**src/rtl/adder_accumulator.sv**
```systemverilog
// adder_accumulator: valid/ready front/back end wrapped around a 16-bit
// combinational adder. Accumulates a stream of operands into a low word,
// counts adder carries into a high word, and holds the {high, low} total
// with the beat count on the output handshake after the last beat.
//
// state | meaning
// ------+-----------------------------------------------------------
// ACC   | accepting operand beats, accumulating into low/high words
// DONE  | result held on out_*, input blocked until out handshake
module adder_accumulator #(
    parameter int CNT_WIDTH = 16
) (
    input  logic                    clk,
    input  logic                    rst,
    input  logic                    in_valid,
    output logic                    in_ready,
    input  logic [15:0]             in_data,
    input  logic                    in_last,
    output logic [15:0]             adder_a,
    output logic [15:0]             adder_b,
    input  logic [15:0]             adder_answer,
    input  logic                    adder_carry,
    output logic                    out_valid,
    input  logic                    out_ready,
    output logic [16+CNT_WIDTH-1:0] out_sum,
    output logic [CNT_WIDTH-1:0]    out_count,
    output logic                    out_overflow
);

    typedef enum logic {
        ST_ACC  = 1'b0,
        ST_DONE = 1'b1
    } state_t;

    state_t                 r_state;
    state_t                 w_state_nxt;
    logic [15:0]            r_low;
    logic [CNT_WIDTH-1:0]   r_cnt_hi;
    logic [CNT_WIDTH-1:0]   r_beats;
    logic                   r_ovf;
    logic                   w_accept;
    logic                   w_release;

    // State register
    always_ff @(posedge clk) begin
        if (rst) begin
            r_state <= ST_ACC;
        end else begin
            r_state <= w_state_nxt;
        end
    end

    // Next-state and handshake outputs; reset masks both handshakes so
    // nothing is accepted or offered while a stream is being discarded
    always_comb begin
        w_state_nxt = r_state;
        in_ready    = 1'b0;
        out_valid   = 1'b0;
        w_accept    = 1'b0;
        w_release   = 1'b0;
        case (r_state)
            ST_ACC: begin
                in_ready = ~rst;
                w_accept = in_valid & ~rst;
                if (w_accept && in_last) begin
                    w_state_nxt = ST_DONE;
                end
            end
            ST_DONE: begin
                out_valid = ~rst;
                w_release = out_ready & ~rst;
                if (w_release) begin
                    w_state_nxt = ST_ACC;
                end
            end
            default: begin
                w_state_nxt = ST_ACC;
            end
        endcase
    end

    // Accumulator datapath: clear on reset or result release, update on accept
    always_ff @(posedge clk) begin
        if (rst || w_release) begin
            r_low    <= '0;
            r_cnt_hi <= '0;
            r_beats  <= '0;
            r_ovf    <= 1'b0;
        end else if (w_accept) begin
            r_low    <= adder_answer;
            r_cnt_hi <= r_cnt_hi + CNT_WIDTH'(adder_carry);
            if ((&r_cnt_hi) && adder_carry) begin
                r_ovf <= 1'b1;
            end
            if (~&r_beats) begin
                r_beats <= r_beats + 1'b1;
            end
        end
    end

    // The adder is combinational, so its answer is consumed in the same cycle
    assign adder_a      = r_low;
    assign adder_b      = in_data;
    assign out_sum      = {r_cnt_hi, r_low};
    assign out_count    = r_beats;
    assign out_overflow = r_ovf;

endmodule

```
**config.mk**
```make
export PLATFORM = sky130hd
export DESIGN_NAME = adder_accumulator
export DESIGN_NICKNAME = d
export VERILOG_FILES = /design/src/rtl/adder_accumulator.sv
export SDC_FILE = /design/constraint.sdc
export NUM_CORES = 1
export LEC_CHECK = 0
export CORE_MARGIN = 2
export CORE_UTILIZATION = 36
export DETAILED_ROUTE_END_ITERATION = 6
export GPL_ROUTABILITY_DRIVEN = 0
export MAX_ROUTING_LAYER = met4
export PLACE_DENSITY = 0.76
export SLEW_MARGIN = 30
export SYNTH_ARGS = -nofsm -noshare
export SYNTH_HDL_FRONTEND = slang
export SYNTH_SLANG_ARGS = --single-unit
```
**constraint.sdc**
```tcl
create_clock -name clk -period 1.82 [get_ports clk]
set_input_delay 0.182 -clock clk [delete_from_list [all_inputs] [get_ports clk]]
set_output_delay 0.182 -clock clk [all_outputs]
set_load 0.05 [all_outputs]
```
Word-level counts from Yosys, hierarchy flattened
Index checks and enable logic that the tools add are counted.
{"block": "op_classes", "n_addsub": 2, "n_bitwise": 5, "reduce_logical": 7, "muxes": 7}
{"op": "16-bit AND reduction", "n": 2}
{"op": "16-bit by 1-bit adder with 16-bit output", "n": 1}
{"op": "16-bit by 1-bit adder with 16-bit output (second input constant)", "n": 1}
{"op": "1-bit 2-to-1 mux", "n": 6}
{"op": "2-bit AND reduction", "n": 2}
{"op": "1-bit inverter", "n": 3}
{"op": "1-bit bitwise AND", "n": 2}
{"op": "1-bit logical AND", "n": 2}
{"op": "1-bit one-hot mux with 2 select lines", "n": 1}
{"op": "1-bit logical OR", "n": 1}
{"block": "totals", "in_bits": 38, "word_cells": 26, "regBits": 50, "out_inout_bits": 83}

Depth between registers and ports, before layout
{"block": "depth", "ltp_word": 5, "mapped_depth": 6}

Worst setup path after synthesis
Ideal clock, no wire load.
{"block": "synth_timing", "kind": "reg2reg", "start": "register r_beats[0] (netlist: out_count[0])", "end": "register r_beats[15] (netlist: out_count[15])", "stages_incl_launch_ff": 5, "setup_time_ps": 70, "t_arrival_ps": 2172, "path_slack_ps": -422, "t_required_ps": 1750, "cell_sequence": "dfxtp_1 nand4_1 or4_4 or4_1 a21oi_1"}
{"block": "synth_via", "elab_chain_len": 3, "elab_cells_between_ends": 4, "classes_between": "1 x add/sub; 1 x bitwise; 2 x reduce/logical"}
{"element": "from (decl)", "line": "39", "text": "logic [CNT_WIDTH-1:0] r_beats;"}
{"element": "from (signal assigned)", "line": "96", "text": "r_beats <= r_beats + 1'b1;"}
{"element": "branches (longest 3 deep; another with 16-bit by 1-bit adder with 16-bit output)"}
Parallel ways; which one is timed is not known.
A chain may end at the register's enable or synchronous reset.

Final worst setup path
{"block": "layout_timing", "start": "register r_beats[6] (netlist: out_count[6])", "end": "register r_beats[13] (netlist: out_count[13])"}
The elaborated chain is that of the path after synthesis.

==> metrics.md <==
| Metric | Value |
|---|---|
| Final net count | between 400 and 500 |
| Area delta synth->final | 48.3% |
| GRT Total Usage | between 10% and 20% |
| Synthesized area | about 2400 µm² |
| First-pass GRT wire length | around 10000 µm |
| Drt initial violations | approximately 150 |
| Buf/Inv on CP | 1 |
| GRT overflow | 0 |
| Met1 usage | a little under a quarter |
| Peak Freq | between 0.5 and 0.6 GHz |
| Startpoint types | flop |
| CP required | 2060 ps |
| EDFF count, synth | 0 |
| Most frequent cells in the layout | 79 x clkdlybuf4s50_1, 53 x nand2_1, 36 x buf_4 |
| Sequential share of the synthesized area | a little over two fifths |
| Num rows | 29 |
| Clk pin slew, worst setup/hold paths | 90 ps |
| Tmin final | between 1500 and 2000 ps |
| Slew Viols, Final | 0 |
| Setup CP Type | reg -> reg |
| Final core utilization | 55.5% |
| Leakage | 1.25 nW |
| Detail Route Antenna Nets | 0 |
| Failing checks | setup timing |
| PortBufs | slightly below 90 |
| Met2 Use GR | 28.6% |
| Post-route non-filler standard cell count | 456 |
| PwrDens | between 600 and 700 nW/µm² |
| DIE WIDTH | between 80 and 90 µm |
| Post-route setup slack | -95.7 ps |
| Vias per Instance | 5.12 |
| Worst Tran Pin Value | approximately 520 ps |
| Routing usage on met3 | ~4.5% |
| Count of final setup violators | 2 |
| Layout cells sized above 1 | approximately a fifth |
| Main synth FF type | dfxtp_1 |
| Drt first pass iters | 5 |
| Placed Cells | 443 |
| YS warnings | 0 |
| Initial antenna violation count | 0 |
| Syn_area_per_cell | 8.22 µm² |
| Ys async rst share | 0% |
| Status | finished, violations left |
| CTS tree | yes |
| Clock Tree Buf Depth | 2 |
| Pre-CTS worst setup slack | -434 ps |
| VDD IR max | 0.322 mV |
| Pwr Total | about 0.0022 W |
| Die ar. | between 7000 and 8000 µm² |
| Most common cell after layout, fill and taps aside | clkdlybuf4s50_1 |
| Area of the core | 6390 µm² |
| Critical Path Fanout Max | 4 |
| GR peak layer | met2 |
| Total number of vias | 2336 |
| Final period util | 105% |
| HP Class | in -> reg |
| Top cell family by delay on the critical path | simple AND/OR/NAND/NOR gates |
| Unrepaired setup endpoints after global routing | yes |
| Synth Net Count | around 330 |
| Routed wire length | between 6000 and 7000 µm |
| Critical-path cell list | nand4_1 > buf_4 > or4_4 > or4_4 > a21oi_2 |
| Max cap viols | 0 |
| CTS Sinks | 50 |
| FF+latch count, synth | 50 |
| Final Skew | 6.88 ps |
| Per-cell routed wire length | 14.0 µm |
| Setup TNS | -132 ps |
| Final hold viol count | 0 |
| Top Ports | approximately 120 |
| WP data arrival | approximately 2200 ps |
| Synth cell types | 38 |
| Slowest stage delay, CP | around 530 ps |
| Initial Util | 37.5% |
| Syn Inst Count | 291 |
| Critical path's slowest cell | or4_4 |
| Clk root buf | clkbuf_8 |
| Num CTS Buffers | 5 |
| Number of global-route vias before repair | roughly 2200 |
| Post-DP HPWL | ~4600 µm |
| CTS Hold Bufs | 0 |
| Relative slew slack | roughly 65% |
| Largest net degree at the start of global routing | 30 |
| Crit path top cell by count | or4_4 |
| Drt drc | 0 |
| H-tree Lvls | 2 |
| Die height | around 86 µm |
| Crit. End Element | flop |
| N_diodes | 0 |
| Clock latency on the worst-skew pair | roughly 300 ps |
==> worst reg2reg max path, cell delays in order (launching register included) <==
cell,delay [ps]
dfxtp_4,350
nand4_1,170
buf_4,190
or4_4,530
or4_4,500
a21oi_2,120
==> kinds of logic after synthesis <==
group	Yosys count	share of synthesized area [%]
AO/OA/AOI/OAI	58	14.0
XOR/XNOR	7	2.56
adder cells (fa/ha/maj)	3	1.57
buffers and inverters	46	12.2
flip-flops	50	41.8
multiplexers	6	2.56
AND/OR/NAND/NOR	121	25.3
==> area by class of cell <==
type / count / area, µm²
fillers: 589 / 2840
repair buffers: 122 / 1160
multi-input cells: 195 / 1140
flip-flops and latches: 50 / 1040
well taps: 77 / 96.3
clock buffers: 7 / 86.3
inverters: 4 / 15.0
clock inverters: 1 / 5.00
==> synthesized netlist by cell type (2+ instances only) <==
library cell	instances	area [µm²]
nand2_1	53	199
dfxtp_1	50	1000
a21oi_1	34	170
buf_4	32	240
nand3_1	11	55.1
nor2_1	11	41.3
clkbuf_1	10	37.5
nand4_1	10	62.6
o21ai_0	9	45.0
or3_1	9	56.3
o31ai_1	6	45.0
mux2i_1	5	50.1
or4_1	5	37.5
inv_1	4	15.0
nor3_1	4	20.0
xor2_1	4	35.0
and3_1	3	18.8
ha_1	3	37.5
nand2b_1	3	18.8
nor4_1	3	18.8
xnor2_1	3	26.3
o211ai_1	2	15.0
o41ai_1	2	17.5
==> per-layer routing <==
layer | vias to the layer above | routed length, µm
met5 | - | 0
met3 | 13 | 407
met4 | 0 | 84
li1 | 1170 | -
met1 | 1075 | 2940
met2 | 78 | 2970
==> worst paths after layout <==
kind                     start             to  slack (ps)  cells past startpoint
setup / recovery  out_count[6]  out_count[13]        -100                      5
hold / removal             rst        r_state         340                      3
setup reg to reg  out_count[6]  out_count[13]        -100                      5
hold reg to reg     adder_a[8]     adder_a[8]         470                      2
==> registers in the layout (all words and copies together) (netlist names) <==
| register | cells |
|---|---|
| r_cnt_hi | 16 |
| out_overflow | 1 |
| adder_a | 16 |
| out_count | 16 |
| r_state | 1 |
==> through the flow <==
| stage | area (µm²) | hold slack, ps |
|---|---|---|
| CTS | 3500 | 333 |
| detailed placement | 3390 | 364 |
| floorplan | 2440 | 246 |
| global route | 3550 | 341 |
| finish | 3550 | 341 |
| global placement | 3390 | 364 |
==> power breakdown <==
group	switching [W]	leakage, nW	internal [W]
sequential	0.0000183	0.415	0.00111
combinational	0.000244	0.791	0.000155
clock	0.000360	0.0482	0.000307
==> timing repair <==
item                       4_1_cts  5_1_grt
pin swaps                        3        2
buffers inserted                 2        3
setup endpoints to repair        4        5
resized for setup                4        7
(Power assumes the default switching activity.)
